$ cat config.mk
export PLATFORM = sky130hd
export DESIGN_NAME = muldiv_seq
export DESIGN_NICKNAME = d
export VERILOG_FILES = /design/src/rtl/muldiv_seq.sv
export SDC_FILE = /design/constraint.sdc
export NUM_CORES = 1
export LEC_CHECK = 0
export ABC_AREA = 1
export BUFFER_PORTS_ARGS = -buffer_cell sky130_fd_sc_hd__clkbuf_2
export CORE_UTILIZATION = 40
export CTS_CLUSTER_DIAMETER = 150
export CTS_CLUSTER_SIZE = 14
export DETAILED_ROUTE_END_ITERATION = 8
export SETUP_SLACK_MARGIN = 0.1
export SLEW_MARGIN = 5
export SYNTH_ARGS = -nofsm -noshare
export SYNTH_HDL_FRONTEND = slang
export SYNTH_SLANG_ARGS = --single-unit
$ cat constraint.sdc
create_clock -name i_clk -period 2.4 [get_ports i_clk]
set_clock_uncertainty 0.05 [all_clocks]
set_input_delay 0.24 -clock i_clk [delete_from_list [all_inputs] [get_ports i_clk]]
set_output_delay 0.24 -clock i_clk [all_outputs]
set_load 0.03 [all_outputs]
$ cat src/rtl/muldiv_seq.sv
// Multi-cycle unsigned multiply/divide sequencer.
// One shift-add (MUL) or restoring-subtract (DIV) step per RUN cycle, using an
// external add_sub of width DATA_WIDTH+2 reached through the o_as_*/i_as_s ports.
// Working registers are shared between operations:
//   hi = product high half / partial remainder
//   lo = multiplier shifting out, product low half / quotient
//   m  = multiplicand / divisor
module muldiv_seq #(
    parameter int DATA_WIDTH = 32
) (
    input  logic                  i_clk,
    input  logic                  i_rst_n,
    input  logic                  i_start,
    input  logic                  i_op,
    input  logic [DATA_WIDTH-1:0] i_a,
    input  logic [DATA_WIDTH-1:0] i_b,
    output logic                  o_busy,
    output logic                  o_done,
    output logic [DATA_WIDTH-1:0] o_res_lo,
    output logic [DATA_WIDTH-1:0] o_res_hi,
    output logic                  o_div_zero,
    output logic [DATA_WIDTH+1:0] o_as_x,
    output logic [DATA_WIDTH+1:0] o_as_y,
    output logic                  o_as_cin,
    input  logic [DATA_WIDTH+1:0] i_as_s
);

    localparam int W  = DATA_WIDTH;
    localparam int CW = $clog2(W);
    localparam logic [CW-1:0] LAST = CW'(W - 1);

    typedef enum logic [1:0] {
        IDLE,
        RUN,
        DONE
    } state_t;

    state_t          state;
    logic            op;
    logic [CW-1:0]   cnt;
    logic [W-1:0]    hi;
    logic [W-1:0]    lo;
    logic [W-1:0]    m;

    logic [W:0]      sh;
    logic [W:0]      mul_sum;
    logic [W-1:0]    hi_nx;
    logic [W-1:0]    lo_nx;

    // Adder operand steering and next-step values of the working registers
    always_comb begin
        o_as_x   = '0;
        o_as_y   = '0;
        o_as_cin = 1'b0;
        sh       = {hi, lo[W-1]};
        mul_sum  = lo[0] ? i_as_s[W:0] : {1'b0, hi};
        hi_nx    = hi;
        lo_nx    = lo;
        if (state == RUN) begin
            if (!op) begin
                o_as_x = {2'b00, hi};
                o_as_y = {2'b00, m};
                hi_nx  = mul_sum[W:1];
                lo_nx  = {mul_sum[0], lo[W-1:1]};
            end else begin
                o_as_cin = 1'b1;
                o_as_x   = {1'b0, sh};
                o_as_y   = {2'b00, m};
                // Sign bit of the trial subtraction decides restore vs. keep
                if (!i_as_s[W+1]) begin
                    hi_nx = i_as_s[W-1:0];
                    lo_nx = {lo[W-2:0], 1'b1};
                end else begin
                    hi_nx = sh[W-1:0];
                    lo_nx = {lo[W-2:0], 1'b0};
                end
            end
        end
    end

    // Sequencer FSM with registered status and result outputs
    always_ff @(posedge i_clk or negedge i_rst_n) begin
        if (!i_rst_n) begin
            state      <= IDLE;
            op         <= 1'b0;
            cnt        <= '0;
            hi         <= '0;
            lo         <= '0;
            m          <= '0;
            o_busy     <= 1'b0;
            o_done     <= 1'b0;
            o_res_lo   <= '0;
            o_res_hi   <= '0;
            o_div_zero <= 1'b0;
        end else begin
            case (state)
                IDLE: begin
                    if (i_start) begin
                        op     <= i_op;
                        cnt    <= '0;
                        o_busy <= 1'b1;
                        if (i_op && (i_b == '0)) begin
                            o_res_lo   <= '1;
                            o_res_hi   <= i_a;
                            o_div_zero <= 1'b1;
                            o_done     <= 1'b1;
                            state      <= DONE;
                        end else begin
                            hi    <= '0;
                            lo    <= i_op ? i_a : i_b;
                            m     <= i_op ? i_b : i_a;
                            state <= RUN;
                        end
                    end
                end
                RUN: begin
                    hi  <= hi_nx;
                    lo  <= lo_nx;
                    cnt <= cnt + CW'(1);
                    if (cnt == LAST) begin
                        // Capture the values produced by this final step
                        o_res_lo   <= lo_nx;
                        o_res_hi   <= hi_nx;
                        o_div_zero <= 1'b0;
                        o_done     <= 1'b1;
                        state      <= DONE;
                    end
                end
                DONE: begin
                    o_done <= 1'b0;
                    o_busy <= 1'b0;
                    state  <= IDLE;
                end
                default: begin
                    o_done <= 1'b0;
                    o_busy <= 1'b0;
                    state  <= IDLE;
                end
            endcase
        end
    end

endmodule

==> impl_results.md <==
- Crit path time final: 2260 ps
- Synth warn: 0
- Mapped Area: between 10000 and 15000 sq um
- Share of layout cells above drive strength 1: 0.188
- Hold crit path type: primary input to flop
- Clock Tree Buf Depth: 2
- Cells on Worst Hold Path: 5
- Gr ovfl total: 0
- Overall Global Routing Usage: 0.268
- Placer Congestion: between 0.9 and 1
- H-tree depth: 4
- Post-DP HPWL: between 20000 and 25000 um
- Worst R2R Setup Slack: approximately 340 ps
- Setup TNS: 0 ps
- First-pass GRT wire length: 54800 um
- Critical path's slowest cell: dfrtp_1
- Vias in the first global route: about 9800
- Clock Latency Late Sink: approximately 430 ps
- Initial Utilization: 0.407
- Worst slew pin tran: around 860 ps
- Outcome: complete, but fails checks
- Root Driver: clkbuf_16
- Initial antenna violation count: 1
- Reg2Reg Capture Point: o_res_lo[31]
- Leak pwr: 6.72 nW
- Die height: around 160 um
- Routed Wire Length: about 35000 um
- Die area: approximately 26000 sq um
- TritonCTS clock tree: done
- Multi-input gate area: about 5000 sq um
- Failing checks: design-rule violations
- Via count: 10900
- DRC violations left: 2
- RSZ-0062 raised after global routing: yes
- Slew Viols, Final: 0
- Min-Delay Startpoint: i_as_s[30]
- Critical Path RT: 2110 ps
- Share of the synthesized area in the top cell type: 0.419
- Reg2reg path depth: 12
- Most used cell, CP: inv_2
- CP peak stage delay: 410 ps
- Largest net degree at the start of global routing: about 130
- Mapped Cells: approximately 1500
- Number of DRC markers in iteration 0: 1122
- Synth cell types: 27
- Maxcap violations: 0
- Fin crit share: 0.942
- Crit path DAT: between 1500 and 2000 ps
- Layout net count: between 1500 and 2000
- Post-synth EDFFs: 0
- Core Area: roughly 25000 sq um
- Hold endpoint: hi[29]
- Max VDD drop: 0.000858 V
- FP Rows: 58
- Detail Route Antenna Nets: 0
- Die width: 162 um
- Final Hold Viols: 0
- Critical path class: flop to output pin
- Ys async rst share: 1.00
- Synth Area per Inst: 6.81 sq um
- PD cells: between 1500 and 2000 nW/um^2
- Register area: 4280 sq um
- Clock sink count: 171
- Fmax: approximately 440 MHz
- Post-layout util: 0.491
- Dominant cell type by area after synthesis: dfrtp_1
- Synthesis-to-finish area growth: 20.6%
- IO buf count: 234
- Startpoint types: flop
- Final Power: a little under 20 mW
- Top_reg_cell synth: dfrtp_1
- Seq/Total Area, Yosys: 0.419
- Crit Reg-Reg Startpoint: cnt[0]
- Number of detailed-route iterations in the first pass: 7
- Fillers: between 2000 and 3000
- Synthesis-stage register bit count: between 150 and 200
- Setup crit end kind: output pin
- Vias/cell: ~5.4
- CTS Buf Count: 17
- Avg WL per Cell: roughly 17 um
- Worst rel slew slack: 0.429
- Largest cells by area after synthesis: dfrtp_1 42%, nand2_1 22%, nand3_1 6.5%
- Final setup vio count: 0
- I/O pin count: approximately 240
- Clk slew on worst S/H paths: ~70 ps
- Critical Path, Cell by Cell: inv_2 > nor2_4 > inv_2 > buf_4 > nor2_1 > clkbuf_2
- Crit-path max FO: 45
logic make-up (layout without fill, tap and decap cells):
| family | after synthesis | in the layout | share of synthesized area |
|---|---|---|---|
| AOI/OAI and AO/OA | 266 | 266 | 0.153 |
| adders and majority gates | 2 | 2 | 0.00245 |
| buffers and inverters | 231 | 415 | 0.0937 |
| DFF | 171 | 171 | 0.419 |
| other | 1 | 4 | 0.000367 |
| and+or+nand+nor | 830 | 830 | 0.332 |
per-layer routing:
metal | part of all wire | GRT usage | vias to the layer above
met3 | 0.067 | 0.0360 | 44
met5 | 0 | 0 | -
met1 | 0.47 | 0.408 | 5200
met4 | 0.021 | 0.0785 | 0
li1 | - | - | 5213
met2 | 0.44 | 0.394 | 452
timing repair:
item	4_1_cts	5_1_grt
setup buffers	0	1
hold buffers	1	0
resized for setup	1	10
endpoints found under the setup margin	12	35
hold endpoints to repair	76	0
pin swaps	0	1
cloned	1	1
registers in the layout (all words and copies together), names as in the netlist:
signal / cells
cnt: 5
hi: 32
lo: 32
m: 32
o_busy: 1
o_div_zero: 1
o_done: 1
o_res_hi: 32
o_res_lo: 32
op: 1
state: 2
placed cells by master, fill, tap and decap left out, types with 3 or more instances in the layout:
master / instances
buf_4: 25
clkbuf_16: 18
nor2_1: 64
a21boi_0: 27
buf_12: 7
o21ai_0: 102
dfrtp_1: 169
clkinv_4: 3
inv_1: 107
nand3_1: 133
clkinvlp_4: 3
o211ai_1: 62
nand2_2: 3
inv_2: 7
a21oi_1: 70
conb_1: 3
nor2_2: 3
nand2_1: 591
clkbuf_2: 229
nand4_1: 32
area by class of cell:
type	instances	share of cell area
Antenna cell	1	0.000203
Clock inverter	11	0.0112
Sequential cell	171	0.347
Tap cell	330	0.0335
Clock buffer	20	0.0362
Inverter	114	0.0347
Timing Repair Buffer	270	0.130
Multi-Input combinational cell	1101	0.407
cell usage after synthesis, types with 2 or more instances:
cell	count
inv_2	6
nor2_1	66
clkbuf_1	65
inv_1	108
nand2_1	593
o21ai_0	102
buf_1	14
o211ai_1	62
ha_1	2
buf_2	25
dfrtp_1	171
a21boi_0	27
a21oi_1	71
nor2_2	2
nand3_1	133
buf_6	3
buf_4	10
nand4_1	32
critical path: cells and delay by family (launching register included):
kind,cells,cell delay (ps)
DFF,1,410
and+or+nand+nor,2,450
buffers and inverters,4,670
metrics by stage:
step | hold WS (ps) | instances | setup WS (ps) | cell area, sq um
2_1_floorplan | -106 | 1503 | 390 | 10200
3_3_place_gp | 86.8 | 1982 | 419 | 11600
3_5_place_dp | 88.4 | 1982 | 357 | 11600
4_1_cts | 124 | 2015 | 59.0 | 12300
5_1_grt | 129 | 2018 | 52.5 | 12300
6_report | 138 | 2018 | 139 | 12300
how the worst max path moves through the flow:
stage               startpoint            to  slack [ps]  cells past startpoint
CTS                   state[1]    o_as_y[20]          60                      5
global route          state[0]    o_as_x[31]          50                      6
global placement        cnt[0]   o_res_hi[8]         420                     12
floorplan             state[1]    o_as_x[10]         390                      5
detailed placement      cnt[0]  o_res_hi[18]         360                     12
finish                state[0]    o_as_y[20]         140                      6
power breakdown:
part	switching [mW]	total [mW]	leakage (nW)	internal, mW
Sequential	0.938	5.26	2.12	4.32
Clock	1.26	2.83	0.275	1.58
Combinational	8.23	11.7	4.32	3.52
Note: power is estimated with default switching activity, not from simulation.
